### config.mk
export PLATFORM = sky130hd
export DESIGN_NAME = fetch_sequencer_flat
export DESIGN_NICKNAME = d
export VERILOG_FILES = /design/src/rtl/fetch_pkg.sv /design/src/rtl/fetch_sequencer_if.sv /design/src/rtl/fetch_timeout_cnt.sv /design/src/rtl/fetch_sequencer.sv /design/src/flat_wrapper.sv
export SDC_FILE = /design/constraint.sdc
export NUM_CORES = 1
export LEC_CHECK = 0
export BUFFER_PORTS_ARGS = -buffer_cell sky130_fd_sc_hd__buf_2
export CORE_MARGIN = 1
export CORE_UTILIZATION = 47
export DETAILED_ROUTE_END_ITERATION = 10
export PLACE_DENSITY = 0.79
export SLEW_MARGIN = 20
export SYNTH_ARGS = -nofsm -noshare
export SYNTH_HDL_FRONTEND = slang
export SYNTH_SLANG_ARGS = --single-unit
### constraint.sdc
create_clock -name clk -period 2.1 [get_ports clk]
set_input_delay 0.42 -clock clk [delete_from_list [all_inputs] [get_ports clk]]
set_output_delay 0.42 -clock clk [all_outputs]
set_load 0.05 [all_outputs]
### src/rtl/fetch_pkg.sv
// ---------------------------------------------------------------------------
// fetch_pkg
// Shared definitions for the instruction-fetch sequencer:
//   - default data/address widths
//   - FSM state encoding (3-bit constants, kept as plain localparams so the
//     encoding is visible on the debug port and in older tool flows)
//   - small helper used to decode the busy indication from a state value
// ---------------------------------------------------------------------------
package fetch_pkg;

    localparam int DATA_W = 16;
    localparam int ADDR_W = 16;

    localparam logic [2:0] ST_IDLE   = 3'd0;
    localparam logic [2:0] ST_ISSUE  = 3'd1;
    localparam logic [2:0] ST_WAIT   = 3'd2;
    localparam logic [2:0] ST_VALID  = 3'd3;
    localparam logic [2:0] ST_BRANCH = 3'd4;

    // Any state other than IDLE means a fetch sequence is in progress.
    function automatic logic state_is_busy(input logic [2:0] st);
        return (st != ST_IDLE);
    endfunction

endpackage

### src/rtl/fetch_sequencer_if.sv
// ---------------------------------------------------------------------------
// fetch_sequencer_if
// Bus bundle between the fetch sequencer, instruction memory and decode.
//
// Memory side:
//   mem_addr      instruction address (sequencer -> memory)
//   mem_rd_req    read request level, held until mem_rd_ack
//   mem_rd_ack    read data valid this cycle (memory -> sequencer)
//   mem_rd_data   read data
// Decode side:
//   instr         latched instruction word
//   instr_valid   instr is valid
//   instr_ready   decode accepts instr
//   branch_req    decode requests a branch with the accepted instruction
//   branch_target branch destination
//
// Handshake rule (decode side): a transfer happens on a rising clk edge where
// instr_valid && instr_ready are both 1. Once instr_valid is raised, it stays
// high and instr stays stable until that transfer; branch_req/branch_target
// are only meaningful in the transfer cycle. The memory side is a
// request/acknowledge level protocol: mem_rd_req stays high (mem_addr stable)
// until the cycle mem_rd_ack is high, which also carries mem_rd_data.
//
// Modports:
//   master - the fetch sequencer
//   slave  - memory + decode environment
// ---------------------------------------------------------------------------
interface fetch_sequencer_if
    import fetch_pkg::*;
#(
    parameter int DATA_W_P = DATA_W,
    parameter int ADDR_W_P = ADDR_W
);

    logic [ADDR_W_P-1:0] mem_addr;
    logic                mem_rd_req;
    logic                mem_rd_ack;
    logic [DATA_W_P-1:0] mem_rd_data;

    logic [DATA_W_P-1:0] instr;
    logic                instr_valid;
    logic                instr_ready;
    logic                branch_req;
    logic [ADDR_W_P-1:0] branch_target;

    modport master (
        output mem_addr,
        output mem_rd_req,
        input  mem_rd_ack,
        input  mem_rd_data,
        output instr,
        output instr_valid,
        input  instr_ready,
        input  branch_req,
        input  branch_target
    );

    modport slave (
        input  mem_addr,
        input  mem_rd_req,
        output mem_rd_ack,
        output mem_rd_data,
        input  instr,
        input  instr_valid,
        output instr_ready,
        output branch_req,
        output branch_target
    );

endinterface

### src/rtl/fetch_timeout_cnt.sv
// ---------------------------------------------------------------------------
// fetch_timeout_cnt
// Counts cycles spent waiting for instruction memory.
//
// Ports:
//   clk     system clock, rising edge
//   rst_n   asynchronous active-low reset
//   clear   synchronous clear (wins over en)
//   en      count one cycle
//   expired count has reached TIMEOUT-1
//
// TIMEOUT must be >= 2 and 2**CNT_W must exceed TIMEOUT.
// ---------------------------------------------------------------------------
module fetch_timeout_cnt #(
    parameter int TIMEOUT = 64,
    parameter int CNT_W   = 7
) (
    input  logic clk,
    input  logic rst_n,
    input  logic clear,
    input  logic en,
    output logic expired
);

    localparam logic [CNT_W-1:0] LAST = CNT_W'(TIMEOUT - 1);

    logic [CNT_W-1:0] count;

    // Saturates at LAST so a stray enable after expiry cannot wrap around.
    always_ff @(posedge clk or negedge rst_n) begin
        if (!rst_n) begin
            count <= '0;
        end else if (clear) begin
            count <= '0;
        end else if (en && !expired) begin
            count <= count + 1'b1;
        end
    end

    assign expired = (count == LAST);

endmodule

### src/rtl/fetch_sequencer.sv
// ---------------------------------------------------------------------------
// fetch_sequencer
// Instruction-fetch control stage. Drives the PC register's increment/load
// strobes, reads the instruction at the current PC from memory, latches it
// and hands it to decode. Branch targets are loaded into the PC on the
// decode handshake; a memory read that is never acknowledged ends the fetch
// with a sticky fetch_err.
//
// Ports:
//   clk, rst_n      clock (rising edge), asynchronous active-low reset
//   start           begin fetching (honoured in IDLE only)
//   halt            stop after the current instruction is consumed
//   pc_in           current PC value from the PC register
//   pc_inc_en       one-cycle PC increment strobe
//   pc_write_en     one-cycle PC load strobe
//   pc_wdata        PC load value (branch target)
//   busy            sequencer not in IDLE
//   fetch_err       sticky memory timeout flag, cleared by the next start
//   state_dbg       current FSM state encoding
//   bus             memory + decode bundle (master side)
//
// All outputs come straight from flops (busy/state_dbg decode only the state
// register), so there is no input-to-output combinational path.
// ---------------------------------------------------------------------------
module fetch_sequencer
    import fetch_pkg::*;
#(
    parameter int DATA_W_P = DATA_W,
    parameter int ADDR_W_P = ADDR_W,
    parameter int TIMEOUT  = 64,
    parameter int CNT_W    = 7
) (
    input  logic                clk,
    input  logic                rst_n,
    input  logic                start,
    input  logic                halt,
    input  logic [ADDR_W_P-1:0] pc_in,
    output logic                pc_inc_en,
    output logic                pc_write_en,
    output logic [ADDR_W_P-1:0] pc_wdata,
    output logic                busy,
    output logic                fetch_err,
    output logic [2:0]          state_dbg,
    fetch_sequencer_if.master   bus
);

    logic [2:0]          state;
    logic [ADDR_W_P-1:0] mem_addr_q;
    logic                mem_rd_req_q;
    logic [DATA_W_P-1:0] instr_q;
    logic                instr_valid_q;

    logic                cnt_clear;
    logic                cnt_en;
    logic                cnt_expired;
    logic                handshake;

    assign handshake = instr_valid_q && bus.instr_ready;

    // Counter restarts for every request; it only advances while an
    // unacknowledged request is outstanding.
    assign cnt_clear = (state == ST_ISSUE);
    assign cnt_en    = (state == ST_WAIT) && !bus.mem_rd_ack;

    fetch_timeout_cnt #(
        .TIMEOUT (TIMEOUT),
        .CNT_W   (CNT_W)
    ) u_timeout (
        .clk     (clk),
        .rst_n   (rst_n),
        .clear   (cnt_clear),
        .en      (cnt_en),
        .expired (cnt_expired)
    );

    always_ff @(posedge clk or negedge rst_n) begin
        if (!rst_n) begin
            state         <= ST_IDLE;
            mem_addr_q    <= '0;
            mem_rd_req_q  <= 1'b0;
            instr_q       <= '0;
            instr_valid_q <= 1'b0;
            pc_inc_en     <= 1'b0;
            pc_write_en   <= 1'b0;
            pc_wdata      <= '0;
            fetch_err     <= 1'b0;
        end else begin
            // PC strobes are single-cycle pulses unless re-armed below.
            pc_inc_en   <= 1'b0;
            pc_write_en <= 1'b0;

            case (state)
                ST_IDLE: begin
                    if (start) begin
                        fetch_err <= 1'b0;
                        state     <= ST_ISSUE;
                    end
                end

                ST_ISSUE: begin
                    mem_addr_q   <= pc_in;
                    mem_rd_req_q <= 1'b1;
                    state        <= ST_WAIT;
                end

                ST_WAIT: begin
                    // An ack in the expiry cycle still completes the fetch.
                    if (bus.mem_rd_ack) begin
                        instr_q       <= bus.mem_rd_data;
                        mem_rd_req_q  <= 1'b0;
                        pc_inc_en     <= 1'b1;
                        instr_valid_q <= 1'b1;
                        state         <= ST_VALID;
                    end else if (cnt_expired) begin
                        mem_rd_req_q <= 1'b0;
                        fetch_err    <= 1'b1;
                        state        <= ST_IDLE;
                    end
                end

                ST_VALID: begin
                    if (handshake) begin
                        instr_valid_q <= 1'b0;
                        if (bus.branch_req) begin
                            pc_wdata    <= bus.branch_target;
                            pc_write_en <= 1'b1;
                            state       <= ST_BRANCH;
                        end else if (halt) begin
                            state <= ST_IDLE;
                        end else begin
                            state <= ST_ISSUE;
                        end
                    end
                end

                ST_BRANCH: begin
                    // The PC register loads during this cycle, so the next
                    // ISSUE sees the branch target on pc_in.
                    if (halt) begin
                        state <= ST_IDLE;
                    end else begin
                        state <= ST_ISSUE;
                    end
                end

                default: begin
                    state         <= ST_IDLE;
                    mem_rd_req_q  <= 1'b0;
                    instr_valid_q <= 1'b0;
                end
            endcase
        end
    end

    assign bus.mem_addr    = mem_addr_q;
    assign bus.mem_rd_req  = mem_rd_req_q;
    assign bus.instr       = instr_q;
    assign bus.instr_valid = instr_valid_q;

    assign busy      = state_is_busy(state);
    assign state_dbg = state;

endmodule

### src/flat_wrapper.sv
// flat-port wrapper written by rule: the top's interface ports become plain ports
module fetch_sequencer_flat import fetch_pkg::*;
#(
    parameter int DATA_W_P = DATA_W,
    parameter int ADDR_W_P = ADDR_W,
    parameter int TIMEOUT  = 64,
    parameter int CNT_W    = 7
)
  (clk, rst_n, start, halt, pc_in, pc_inc_en, pc_write_en, pc_wdata, busy, fetch_err, state_dbg, bus_mem_addr, bus_mem_rd_req, bus_mem_rd_ack, bus_mem_rd_data, bus_instr, bus_instr_valid, bus_instr_ready, bus_branch_req, bus_branch_target);
  fetch_sequencer_if #(.DATA_W_P(DATA_W_P), .ADDR_W_P(ADDR_W_P)) bus_i ();
  input  logic clk;
  input  logic rst_n;
  input  logic start;
  input  logic halt;
  input  logic [ADDR_W_P-1:0] pc_in;
  output logic pc_inc_en;
  output logic pc_write_en;
  output logic [ADDR_W_P-1:0] pc_wdata;
  output logic busy;
  output logic fetch_err;
  output logic [2:0] state_dbg;
  output wire logic [$bits(bus_i.mem_addr)-1:0] bus_mem_addr;
  output wire logic [$bits(bus_i.mem_rd_req)-1:0] bus_mem_rd_req;
  input wire logic [$bits(bus_i.mem_rd_ack)-1:0] bus_mem_rd_ack;
  input wire logic [$bits(bus_i.mem_rd_data)-1:0] bus_mem_rd_data;
  output wire logic [$bits(bus_i.instr)-1:0] bus_instr;
  output wire logic [$bits(bus_i.instr_valid)-1:0] bus_instr_valid;
  input wire logic [$bits(bus_i.instr_ready)-1:0] bus_instr_ready;
  input wire logic [$bits(bus_i.branch_req)-1:0] bus_branch_req;
  input wire logic [$bits(bus_i.branch_target)-1:0] bus_branch_target;
  assign bus_mem_addr = bus_i.mem_addr;
  assign bus_mem_rd_req = bus_i.mem_rd_req;
  assign bus_i.mem_rd_ack = bus_mem_rd_ack;
  assign bus_i.mem_rd_data = bus_mem_rd_data;
  assign bus_instr = bus_i.instr;
  assign bus_instr_valid = bus_i.instr_valid;
  assign bus_i.instr_ready = bus_instr_ready;
  assign bus_i.branch_req = bus_branch_req;
  assign bus_i.branch_target = bus_branch_target;
  fetch_sequencer #(.DATA_W_P(DATA_W_P), .ADDR_W_P(ADDR_W_P), .TIMEOUT(TIMEOUT), .CNT_W(CNT_W)) u_core (.clk(clk), .rst_n(rst_n), .start(start), .halt(halt), .pc_in(pc_in), .pc_inc_en(pc_inc_en), .pc_write_en(pc_write_en), .pc_wdata(pc_wdata), .busy(busy), .fetch_err(fetch_err), .state_dbg(state_dbg), .bus(bus_i));
endmodule
* Word level (Yosys, flattened, before mapping) *
Cells that the tools add are included.

word-level totals
  register bits after elaboration = 63
  input bits = 55
  output and inout port bits = 57
  logic and storage cells = 65

operators by class
  add/subtract/negate cells = 1
  equality and inequality tests = 11
  muxes and demuxes = 24
  bitwise logic cells = 2
  reduce and logical (&&, ||, !) cells = 17

operators with widths
  kind                                                                     count
  3-bit 2-to-1 mux                                                         5
  3-bit one-hot mux with 5 select lines                                    1
  7-bit 2-to-1 mux                                                         2
  1-bit 2-to-1 mux                                                         13
  3-bit AND reduction                                                      3
  2-bit inequality test, second input constant                             4
  7-bit by 1-bit adder with 7-bit output, second input constant            1
  7-bit by 6-bit == test with 1-bit output, second input constant          1
  3-bit by 2-bit == test with 1-bit output, second input constant          2
  1-bit one-hot mux with 3 select lines                                    2
  3-bit OR reduction                                                       2
  2-bit AND reduction                                                      2
  4-bit AND reduction                                                      1
  2-bit nonzero test                                                       2
  3-bit by 1-bit == test with 1-bit output, second input constant          1
  3-bit == test, second input constant                                     1
  1-bit logical AND                                                        3
  3-bit logical NOT                                                        1
  3-bit inequality test, second input constant                             1
  3-bit nonzero test                                                       1
  1-bit logical NOT                                                        2
  2-bit by 1-bit inequality test with 1-bit output, second input constant  1
  1-bit NOT                                                                2
  1-bit one-hot mux with 2 select lines                                    1

* Longest topological paths before layout *
Gate-level depths: netlist of run 1.

  depth after elaboration = 5
  gate-level depth with buffers = 6
  gate-level depth less buffers = 5

* Hierarchy *
Synthesis of run 1 repeated with hierarchy kept, for this count alone.

unflattened totals
  cell total of the unflattened synthesis = 181
  area, all modules = 2717.6 um2

by module, submodules not included
  module             instances  cells each  area each (um2)  seq. area each (um2)
  fetch_sequencer    1          143         2308.5           1401.3
  fetch_timeout_cnt  1          38          409.1            175.2

* Worst setup path after synthesis of run 1 *
No wires, ideal clock.

  path kind = reg-to-reg
  from = register u_core.state[2] (netlist: u_core.state_dbg[2])
  to = register u_core.pc_wdata[10]
  library setup time = 125 ps
  data arrival time = 1746 ps
  required time = 1975 ps
  slack = 229 ps
  stages on the path, launching flop included = 6
  path buffers = 2
  period minus slack after synthesis = 1871 ps
  cells stage by stage = dfrtp_1 -> buf_2 -> nand3b_4 -> nor2_4 -> buf_4 -> mux2_2

on the way
  cells in the longest elaborated chain, start to end = 2

ends and longest elaborated chain
  item                                      RTL line                source
  from (decl)                               fetch_sequencer.sv:47   logic [2:0] state;
  from (signal assigned)                    fetch_sequencer.sv:78   state <= ST_IDLE;
  from (signal assigned)                    fetch_sequencer.sv:96   state <= ST_ISSUE;
  from (signal assigned)                    fetch_sequencer.sv:103  state <= ST_WAIT;
  3-bit by 2-bit == test with 1-bit output  fetch_sequencer.sv:92   case (state)
  3-bit AND reduction (no source line)      -
  to (signal assigned)                      fetch_sequencer.sv:125  pc_wdata <= bus.branch_target;
  to (decl)                                 fetch_sequencer.sv:40   output logic [ADDR_W_P-1:0] pc_wdata,

No other way between the ends.
A chain may end at the register's enable or synchronous reset.

* Worst setup path in the final report of run 1 *
  from = register u_core.state[0] (netlist: u_core.state_dbg[0])
  to = output port busy

on the way
  cells in the longest elaborated chain, start to end = 1

ends and longest elaborated chain
  item                RTL line            source
  3-bit nonzero test  fetch_pkg.sv:22     return (st != ST_IDLE);
  to (decl)           flat_wrapper.sv:19  output logic busy;

No other way between the ends.

==> results.txt, run 1 <==
In this design, the stage delay of the slowest critical-path cell is between 0.6 and 0.7 ns. The number of different library cells in the post-synthesis netlist is 37. The sink count of the clock tree came out at 63. After floorplanning, the core was divided into 26 placement rows. The largest family of logic cells by synthesized area is multiplexers. The wire length of the first global-routing pass came out at 9.34 mm. The clock tree synthesis step divided the H-tree into 3 levels.

The number of iterations in the first detailed-routing pass came out at 4. The number of standard cells after synthesis came out at 217. The hold violation total from the final report is 0.

In the layout the commonest cells are sky130_fd_sc_hd__buf_2, sky130_fd_sc_hd__dfrtp_1, sky130_fd_sc_hd__nand2_1. The number of placed instances, taps included came out at between 300 and 400. The first-iteration detailed-routing DRC count is 92. The vertical extent of the die is slightly below 80 µm. The routed wire length on met2 is around 2.8 mm. The portion of netlist area occupied by mux cells came out at 15.6%. Timing would allow up to 522 MHz.

The final setup violation count is 0. The floorplan step defined a core boundary enclosing between 5000 and 6000 µm². The buffer type at the clock tree root is sky130_fd_sc_hd__clkbuf_8. The clock slew seen by the registers of the worst setup and hold paths is 0.07 ns. Setup repair after global routing left no endpoint under its margin.

The first element of the critical path is u_core.state_dbg[0]. The remaining antenna violation count after routing is 0. The layout overhead on the synthesized area is 32.1%. Wires add up to 5.59 mm. The number of remaining DRC errors is 0. STA puts the critical path data required time at ~1.7 ns.

The commonest non-fill, non-tap cell in the layout is sky130_fd_sc_hd__buf_2. The post-CTS repair timing setup buffer count is 0. The startpoint identified for the worst register-to-register timing path is u_core.state_dbg[0]. The area of the multi-input gates came out at between 900 and 1000 µm². In the routed layout, each cell is associated on average with a via count of around 5.0. The minimum period implied by the final worst setup slack came out at between 1.5 and 2 ns.

The number of fillers in the final layout is about 450. The sequential fraction of the synthesis area came out at about 60%. The number of flip-flops and latches in the synthesized netlist is 63. The routability congestion estimate from global placement came out at 0.780. The endpoint of the worst-slack reg-to-reg timing path is u_core.bus.instr[11]. The initial antenna violation count is 0. The overall die width is slightly below 80 µm.

The highest routing layer actually used is met4. The number of buffer cells added on primary ports came out at about 110. The half-perimeter wire length of the detailed placement result came out at 4.01 mm.

The flow ran to the end, and the final reports show no timing, DRC or antenna violations. The net count reported at finish is 392. The initial standard-cell utilization of the core is approximately half. The cell area that synthesis handed to floorplanning was about 2600 µm². The maximum number of pins on one net before global-route repair came out at between 60 and 70. The normalized max-slew margin came out at 63.9%. The number of max-cap violations came out at 0.

The non-filler instance count after layout came out at slightly above 400. The maximum clock skew at final layout came out at about 0.010 ns. The I/O pin count came out at 112. The tightest hold path in the finished design has a slack of 0.0883 ns.

The adder-cell share of the synthesized area is 0.475%. The maximum count of clock buffers along a single path came out at 2. Among all flip-flop cells after synthesis, the most frequent one is sky130_fd_sc_hd__dfrtp_1. The measured slew at the worst slew-check pin came out at between 0.5 and 0.6 ns. The via count of the first global-routing pass is ~2100. The critical-path maximum fanout is 16. The synthesized-area fraction occupied by xor and xnor cells came out at less than 1%.

The total count of max-transition violations in the final report came out at 0. The routed design uses ~380 µm of met3 wire. Yosys mapped a number of flops with a built-in enable equal to 0. The routed length per instance came out at between 10 and 15 µm.

In this run the mean area of a mapped cell was 12.1 µm². For the worst setup path, the data arrival time is around 1.5 ns. The worst min-delay path class is in -> async. For the final routed database, the setup TNS stands at 0 ns.

In this run, CTS created clock tree buffers numbering 9. The slack of the worst reg-to-reg path came out at approximately 0.32 ns. STA classifies the critical path endpoint as an output port.

The worst setup path is of the reg -> out kind. The met1 routed wirelength after detailed routing is between 2 and 2.5 mm. The number of antenna repair diodes is 0. Walking the worst path, the cells encountered are nor3_2 > inv_1 > buf_2. The net count after synthesis is between 200 and 300. The share of layout cells above drive strength 1 came out at around 50%.

TritonCTS built the clock tree. The area fraction in and, or, nand and nor cells after synthesis is around 15%. The count of yosys warnings during synthesis came out at 0.

The flip-flop and latch area came out at between 1500 and 2000 µm². The share of synthesized flip-flops with an asynchronous set or reset came out at 100%. The slowest stage of the critical path is the sky130_fd_sc_hd__dfrtp_1 cell. The overall fraction of global-route tracks in use is 20.5%. The total congestion overflow is 0. The fraction of the mapped netlist area in compound gates came out at under 10%. The floorplan step defined a die boundary enclosing 5910 µm². Across all layers, the routed design uses 2045 vias.

The worst setup path is launched from a flip-flop. The critical path ends at busy. The clock insertion delay at the later pin of the skew report is between 0.3 and 0.4 ns. The number of cells on the worst reg-to-reg path came out at 4.

The final cycle utilization of the critical path came out at about nine tenths.
-- repair_timing --
action,4_1_cts,5_1_grt
endpoints found under the setup margin,0,1
hold buffers,0,0
resized for setup,0,2
-- cells in the mapped netlist (all sizes together) (2+ instances only) --
cell / instances / area share (%)
nor2: 6 / 1.1
nand3b: 2 / 1.0
nor3: 5 / 0.95
mux2: 32 / 15
clkbuf: 3 / 0.43
inv: 6 / 0.85
xor2: 2 / 0.66
nor3b: 2 / 0.95
a21oi: 5 / 0.95
and2: 2 / 0.47
o31ai: 2 / 0.57
dfrtp: 63 / 60
mux2i: 2 / 0.76
nand2b: 3 / 0.71
nand2: 55 / 7.8
buf: 6 / 2.0
o21ai: 5 / 1.1
o211ai: 4 / 1.1
-- per-stage QoR --
| stage | cell area, µm² | util (%) | setup WS, ns |
|---|---|---|---|
| 2_1_floorplan | 2640 | - | 0.229 |
| 3_3_place_gp | 3270 | 62.5 | 0.376 |
| 3_5_place_dp | 3270 | 62.5 | 0.330 |
| 4_1_cts | 3480 | 66.4 | 0.0465 |
| 5_1_grt | 3480 | 66.5 | 0.0874 |
| 6_report | 3480 | 66.5 | 0.183 |
-- per-layer routing --
layer / global-route usage, % / up-vias
met5: 0 / -
met4: 9.42 / 0
met3: 7.86 / 13
met2: 34.8 / 72
met1: 22.6 / 986
li1: - / 974
-- critical path: cells and delay by family, from the launching register on --
kind,cells,cell delay (ns)
buffers and inverters,2,0.38
AND/OR/NAND/NOR,1,0.12
flip-flops,1,0.68
-- sequential cells by signal, indices dropped and copies added, names as in the netlist --
| register | flops |
|---|---|
| u_core.bus.mem_rd_req | 1 |
| u_core.pc_write_en | 1 |
| u_core.u_timeout.count | 7 |
| u_core.state_dbg | 3 |
| u_core.bus.instr_valid | 1 |
| u_core.fetch_err | 1 |
| u_core.pc_inc_en | 1 |
| u_core.bus.instr | 16 |
| u_core.bus.mem_addr | 16 |
| u_core.pc_wdata | 16 |
-- worst min path at each step --
| stage | start | to | slack, ns | cells past startpoint |
|---|---|---|---|---|
| 2_1_floorplan | rst_n | u_core.bus.instr[0] | 0.12 | 0 |
| 3_3_place_gp | u_core.bus.mem_addr[11] | u_core.bus.mem_addr[11] | 0.45 | 2 |
| 3_5_place_dp | rst_n | u_core.bus.mem_addr[15] | 0.46 | 2 |
| 4_1_cts | rst_n | u_core.bus.mem_addr[0] | 0.09 | 2 |
| 5_1_grt | rst_n | u_core.bus.mem_addr[0] | 0.10 | 2 |
| 6_report | rst_n | u_core.bus.mem_addr[0] | 0.09 | 2 |
-- cell families (layout without fill, tap and decap cells) --
logic type / count (synthesis) / in the layout
AOI/OAI and AO/OA: 22 / 22
xor gates and xnor gates: 2 / 2
DFF: 63 / 63
and+or+nand+nor: 80 / 80
muxes: 34 / 34
buffers and inverters: 15 / 138
adders and majority gates: 1 / 1
-- area by class of cell --
type	instances	share of cell area, %
clock buffers	12	3.88
clock inverters	3	1.98
inverters	6	0.647
multi-input cells	139	28.1
flip-flops and latches	63	45.3
well taps	70	2.52
repair buffers	117	17.6
Power of run 1 is left out: the tool's default activity adds up to more than one toggle a clock period on the data nets, which glitch-free logic cannot reach.
==> run 2, diff against run 1 <==
==> constraint.sdc (replaced) <==
create_clock -name clk -period 2.1 [get_ports clk]
set_input_delay 0.21 -clock clk [delete_from_list [all_inputs] [get_ports clk]]
set_output_delay 0.21 -clock clk [all_outputs]
set_load 0.05 [all_outputs]
==> run 2 against run 1 <==
  * Sequential share of layout area grew 0.41 points
  * Sequential cell count unchanged
  * Utilization shrank 0.64 points
  * Setup slack gained 0.17 ns
  * Via count decreased by 0.15%
  * First-iteration DRC count increased by 16%
  * Maximum frequency is 9.9% higher
  * Highest routed layer unchanged
==> results.txt, run 2 (synthesis gave the netlist of run 1 again) <==
The flow ran to the end, and the final reports show no timing, DRC or antenna violations. The overall fraction of global-route tracks in use is 19.9% (-0.65 points). The routability congestion estimate from global placement is 0.813 (+4.3%). The kind of critical path is reg -> out. The share of layout cells above drive strength 1 is 49.9% (+0.15 points). The number of buffer cells added on primary ports is 111 (unchanged). The number of CTS-inserted buffers was 9 (unchanged). The half-perimeter wire length of the detailed placement result was 3.82 mm (-4.7%). STA classifies the critical path endpoint as an output port. The critical path arrival came out at 1.53 ns (+0.03 ns). From synthesis to final layout, the design area changed by 30.8%. The minimum period implied by the final worst setup slack is 1.74 ns (-0.173 ns). The required time of the critical path was 1.89 ns (+0.21 ns). The wire length of the first global-routing pass came out at 9.12 mm (-2.4%). Leaving out fill and tap cells, the most frequent cell in the layout is sky130_fd_sc_hd__buf_2.

The highest attainable clock frequency was 573 MHz (+9.9%). The post-CTS repair timing setup buffer count was 0 (unchanged). Setup repair after global routing left no endpoint under its margin. The first-iteration detailed-routing DRC count came out at 107 (+16%). The slack of the worst reg-to-reg path is 0.37 ns (+0.05 ns). The initial standard-cell utilization of the core was 50.3% (unchanged). The maximum clock skew at final layout came to 0.00441 ns (-0.00600 ns).

The initial antenna violation count is 0 (unchanged). The setup slack after layout is 0.356 ns (+0.173 ns). The buffer type at the clock tree root is sky130_fd_sc_hd__clkbuf_8.

The standard cell area after detailed placement came out at 3260 µm² (-0.38%). The net count reported at finish is 392 (unchanged). The worst setup path is launched from a flip-flop. In the layout the commonest cells are sky130_fd_sc_hd__buf_2, sky130_fd_sc_hd__dfrtp_1, sky130_fd_sc_hd__nand2_1. The hold violation total from the final report came out at 0 (unchanged). TritonCTS built the clock tree. The measured slew at the worst slew-check pin is 0.767 ns (+0.225 ns). The final setup violation count is 0 (unchanged). The number of max-cap violations was 0 (unchanged). The clock slew seen by the registers of the worst setup and hold paths is 0.07 ns (about the same). The normalized max-slew margin is 48.9% (-15 points). The number of hold-repair buffers added at the cts stage came out at 0 (unchanged). The clock insertion delay at the later pin of the skew report came out at 0.33 ns (about the same).

The cell area after layout came to 3450 µm² (-0.97%). The remaining antenna violation count after routing is 0 (unchanged). The number of remaining DRC errors was 0 (unchanged).

The die outline area is 5910 µm² (unchanged). The maximum count of clock buffers along a single path came out at 2 (unchanged). The routed via count divided by cell count is 4.97 (-0.39%). The number of iterations in the first detailed-routing pass is 4 (unchanged). The number of gates resized after cts came to 0 (unchanged). The H-tree depth came out at 3 (unchanged).

The maximum number of pins on one net before global-route repair came out at 64 (unchanged). The number of antenna repair diodes is 0 (unchanged). The post-detailed-routing wire length came out at 5.45 mm (-2.6%).

The number of vias after detailed routing came out at 2042 (-0.15%). The total congestion overflow came out at 0 (unchanged). The overall die width came out at 76.9 µm (unchanged). The floorplan core area came out at 5240 µm² (unchanged).

The worst slack at placement is 0.354 ns (+0.0241 ns). The critical-path maximum fanout was 16 (unchanged). The final cycle utilization of the critical path came out at 83.1% (-8.2 points). The total count of max-transition violations in the final report is 0 (unchanged).

The routed length per instance is 13.3 µm (-2.8%). The number of fillers in the final layout came out at 420 (-6.3%). The via count of the first global-routing pass came out at 2050 (-2.7%). In this run the worst hold path is classified as in -> async. The vertical extent of the die came out at 76.9 µm (unchanged). The sink count of the clock tree was 63 (unchanged).

The setup TNS is 0 ns (unchanged). The I/O pin count came to 112 (unchanged). The number of placement rows is 26 (unchanged).
==> run 2: cell types whose count changed in the layout (fill, tap and decap cells not counted) <==
cell / previous run / this run
sky130_fd_sc_hd__buf_12: 1 / 0
sky130_fd_sc_hd__buf_4: 5 / 6
sky130_fd_sc_hd__bufinv_16: 2 / 1
sky130_fd_sc_hd__clkbuf_1: 3 / 1
sky130_fd_sc_hd__clkinv_2: 0 / 3
sky130_fd_sc_hd__clkinvlp_4: 0 / 1
sky130_fd_sc_hd__dfrtp_1: 62 / 63
sky130_fd_sc_hd__dfrtp_2: 1 / 0
sky130_fd_sc_hd__nor3_1: 4 / 5
sky130_fd_sc_hd__nor3_2: 1 / 0
==> run 2: final cells by class <==
cell class              count  area, µm²  area share [%]
clock inverters             6       61.3            1.78
flip-flops and latches     63       1580            45.7
repair buffers            117        601            17.4
inverters                   6       22.5           0.653
clock buffers              10        128            3.70
multi-input cells         139        972            28.2
well taps                  70       87.6            2.54
==> run 2: worst paths after layout <==
kind	start	to	cells past startpoint
setup / recovery	u_core.state_dbg[0]	busy	3
hold / removal	rst_n	u_core.bus.mem_addr[15]	2
setup reg to reg	u_core.state_dbg[0]	u_core.pc_wdata[15]	3
hold reg to reg	u_core.bus.mem_addr[10]	u_core.bus.mem_addr[10]	2
max in group asynchronous	rst_n	u_core.bus.instr[7]	2
min in group clk	pc_in[3]	u_core.bus.mem_addr[3]	3
==> run 2: metal layers <==
layer | share of wire (%) | GRT usage, %
met5 | 0 | 0
met1 | 43 | 24.3
met4 | 1.5 | 10.6
met2 | 49 | 31.9
met3 | 6.4 | 5.60
==> run 2: worst max-delay path, cell delays in order, from the launching register on <==
cell	delay (ns)
sky130_fd_sc_hd__dfrtp_1	0.56
sky130_fd_sc_hd__nor3_1	0.31
sky130_fd_sc_hd__inv_1	0.10
sky130_fd_sc_hd__buf_2	0.22
==> run 2: metrics by stage <==
| stage | hold slack, ns | utilization, % | std cells |
|---|---|---|---|
| floorplan | -0.0856 | - | 217 |
| global placement | 0.401 | 62.2 | 395 |
| detailed placement | 0.404 | 62.2 | 395 |
| CTS | 0.0500 | 65.8 | 411 |
| global route | 0.0674 | 65.8 | 411 |
| finish | 0.0252 | 65.8 | 411 |
Power of run 2 is left out for the same reason.
==> run 3, diff against run 2 <==
==> constraint.sdc (replaced) <==
create_clock -name clk -period 1.8 [get_ports clk]
set_input_delay 0.18 -clock clk [delete_from_list [all_inputs] [get_ports clk]]
set_output_delay 0.18 -clock clk [all_outputs]
set_load 0.05 [all_outputs]
==> run 3 against run 2 <==
  * Non-clock buffer count increased by 3
  * Setup slack got worse by 0.23 ns
  * Sequential share of layout area decreased by 0.53 points
  * Sequential cell count unchanged
  * Routed wire length increased by 3.8%
  * Die area unchanged
  * Via count increased by 0.15%
  * Count of clock-buffer cells in the layout increased by 2
  * Critical endpoint unchanged
  * Highest routed layer unchanged
==> results.txt, run 3 (synthesis gave the netlist of run 1 again) <==
Walking the worst path, the cells encountered are buf_4 > nor3_1 > inv_1 > buf_2. The initial standard-cell utilization of the core came to 50.3% (unchanged). The layout overhead on the synthesized area is 32.6%. The routability congestion estimate from global placement came to 0.839 (+3.1%). The number of buffers and inverters on the critical path came out at 3 (+1). The overall die width is 76.9 µm (unchanged). The H-tree depth came to 3 (unchanged). The worst setup path is of the reg -> out kind. The maximum number of pins on one net before global-route repair came out at 64 (unchanged). The maximum count of clock buffers along a single path came out at 2 (unchanged). The wire length of the first global-routing pass was 9.56 mm (+4.8%). The root buffer cell chosen for the clock tree is sky130_fd_sc_hd__clkbuf_8. The maximum clock skew at final layout came out at 0.0114 ns (+0.00697 ns).

The via count of the first global-routing pass came out at 2056 (+0.29%). The min-delay analysis places its worst path in the category in -> reg. The vertical extent of the die came out at 76.9 µm (unchanged). The sink count of the clock tree was 63 (unchanged).

The number of vias after detailed routing is 2045 (+0.15%). The number of buffer cells added on primary ports came out at 111 (unchanged). The setup TNS came out at 0 ns (unchanged). The delay contributed by the slowest stage of the critical path was 0.39 ns (-0.17 ns). The minimum period implied by the final worst setup slack is 1.67 ns. The remaining antenna violation count after routing came out at 0 (unchanged). The first-iteration detailed-routing DRC count is 108 (+0.93%). The category of cells accounting for the largest share of critical-path delay is buffers and inverters. The critical-path maximum fanout came to 15 (-1). The commonest non-fill, non-tap cell in the layout is sky130_fd_sc_hd__buf_2. The number of gates resized after cts came out at 0 (unchanged). The normalized max-slew margin is 76.8% (+28 points). The number of antenna repair diodes is 0 (unchanged). The share of layout cells above drive strength 1 came to 50.7% (+0.88 points). The critical path arrival is 1.49 ns (-0.04 ns). The number of max-cap violations came out at 0 (unchanged). The total count of max-transition violations in the final report came out at 0 (unchanged).

The number of remaining DRC errors came out at 0 (unchanged). The net count reported at finish was 395 (+0.77%). The CTS tree is built. The final cycle utilization of the critical path is a little over 90%. The run finished with clean final reports. The floorplan core area is 5240 µm² (unchanged). The clock insertion delay at the later pin of the skew report is 0.33 ns (about the same). The number of iterations in the first detailed-routing pass came out at 4 (unchanged). The slowest stage of the critical path belongs to the cell sky130_fd_sc_hd__dfrtp_1. The clock slew seen by the registers of the worst setup and hold paths came out at 0.07 ns (about the same). The setup slack after layout is 0.126 ns (-0.230 ns). The worst slack at placement came out at 0.185 ns (-0.170 ns).

The worst setup path is captured at an output port. The routed length per instance came out at 13.7 µm (+3.3%). The measured slew at the worst slew-check pin is 0.349 ns (-0.418 ns). The number of CTS-inserted buffers came out at 9 (unchanged). The I/O pin count came out at 112 (unchanged).

Static timing analysis puts the maximum clock frequency at 597 MHz. Setup repair after global routing left no endpoint under its margin. The total congestion overflow came to 0 (unchanged). The routed via count divided by cell count came out at 4.95 (-0.34%). The hold violation total from the final report came out at 0 (unchanged).

The post-detailed-routing wire length is 5.66 mm (+3.8%). The number of placement rows came out at 26 (unchanged). The overall fraction of global-route tracks in use came to 21.2% (+1.4 points). The required time of the critical path is 1.62 ns (-0.27 ns). The final setup violation count is 0 (unchanged).

The half-perimeter wire length of the detailed placement result came out at 4.04 mm (+5.5%). In the layout the commonest cells are sky130_fd_sc_hd__buf_2, sky130_fd_sc_hd__dfrtp_1, sky130_fd_sc_hd__nand2_1. The startpoint type of the worst setup path is a flip-flop. The die outline area came to 5910 µm² (unchanged). The initial antenna violation count came out at 0 (unchanged).
run 3: cell types whose count changed in the layout (fill, tap and decap cells not counted), moves of 2 or more:
cell                       before  now
sky130_fd_sc_hd__buf_12         0    2
sky130_fd_sc_hd__clkbuf_8       9   12
sky130_fd_sc_hd__dfrtp_1       63   61
sky130_fd_sc_hd__dfrtp_2        0    2
run 3: area by class of cell:
cell class,instances,area [µm²]
Clock buffer,12,165
Clock inverter,3,17.5
Fill cell,425,1740
Inverter,6,22.5
Multi-Input combinational cell,139,972
Sequential cell,63,1580
Tap cell,70,87.6
Timing Repair Buffer,120,651
run 3: worst min-delay path, stage by stage:
cell                      delay (ns)
sky130_fd_sc_hd__buf_2          0.07
sky130_fd_sc_hd__nand2_1        0.04
sky130_fd_sc_hd__nand2_1        0.04
run 3: metal layers:
layer  routed length [µm]  global-route usage (%)  up-vias  part of all wire (%)
met3                  385                    7.38       11                   6.8
met5                    0                       0        -                     0
met2                 2750                    31.9       76                    49
li1                     -                       -      981                     -
met1                 2440                    27.4      977                    43
met4                   86                    10.2        0                   1.5
run 3: timing repair:
item | CTS | global route
endpoints found under the hold margin | 63 | 0
setup buffers | 0 | 0
hold buffers | 1 | 0
run 3: path summary, 6_finish.rpt:
| check | from | to | slack [ns] | depth (start not counted) |
|---|---|---|---|---|
| max | u_core.state_dbg[0] | busy | 0.13 | 4 |
| min | pc_in[11] | u_core.bus.mem_addr[11] | 0.04 | 3 |
| max reg2reg | u_core.u_timeout.count[0] | u_core.bus.mem_rd_req | 0.20 | 5 |
| min reg2reg | u_core.bus.mem_addr[14] | u_core.bus.mem_addr[14] | 0.47 | 2 |
| max in group asynchronous | rst_n | u_core.state_dbg[1] | 1.12 | 3 |
| min in group asynchronous | rst_n | u_core.bus.mem_addr[3] | 0.40 | 3 |
run 3: stage by stage:
step                      cell area (µm²)  std cells  utilization [%]  hold WS [ns]
after detailed placement             3300        397             63.0         0.216
after floorplan                      2640        217                -        -0.116
after global routing                 3490        413             66.7        0.0370
after global placement               3300        397             63.0         0.215
after CTS                            3490        413             66.7        0.0169
final                                3490        413             66.7        0.0382
Power of run 3 is left out for the same reason.
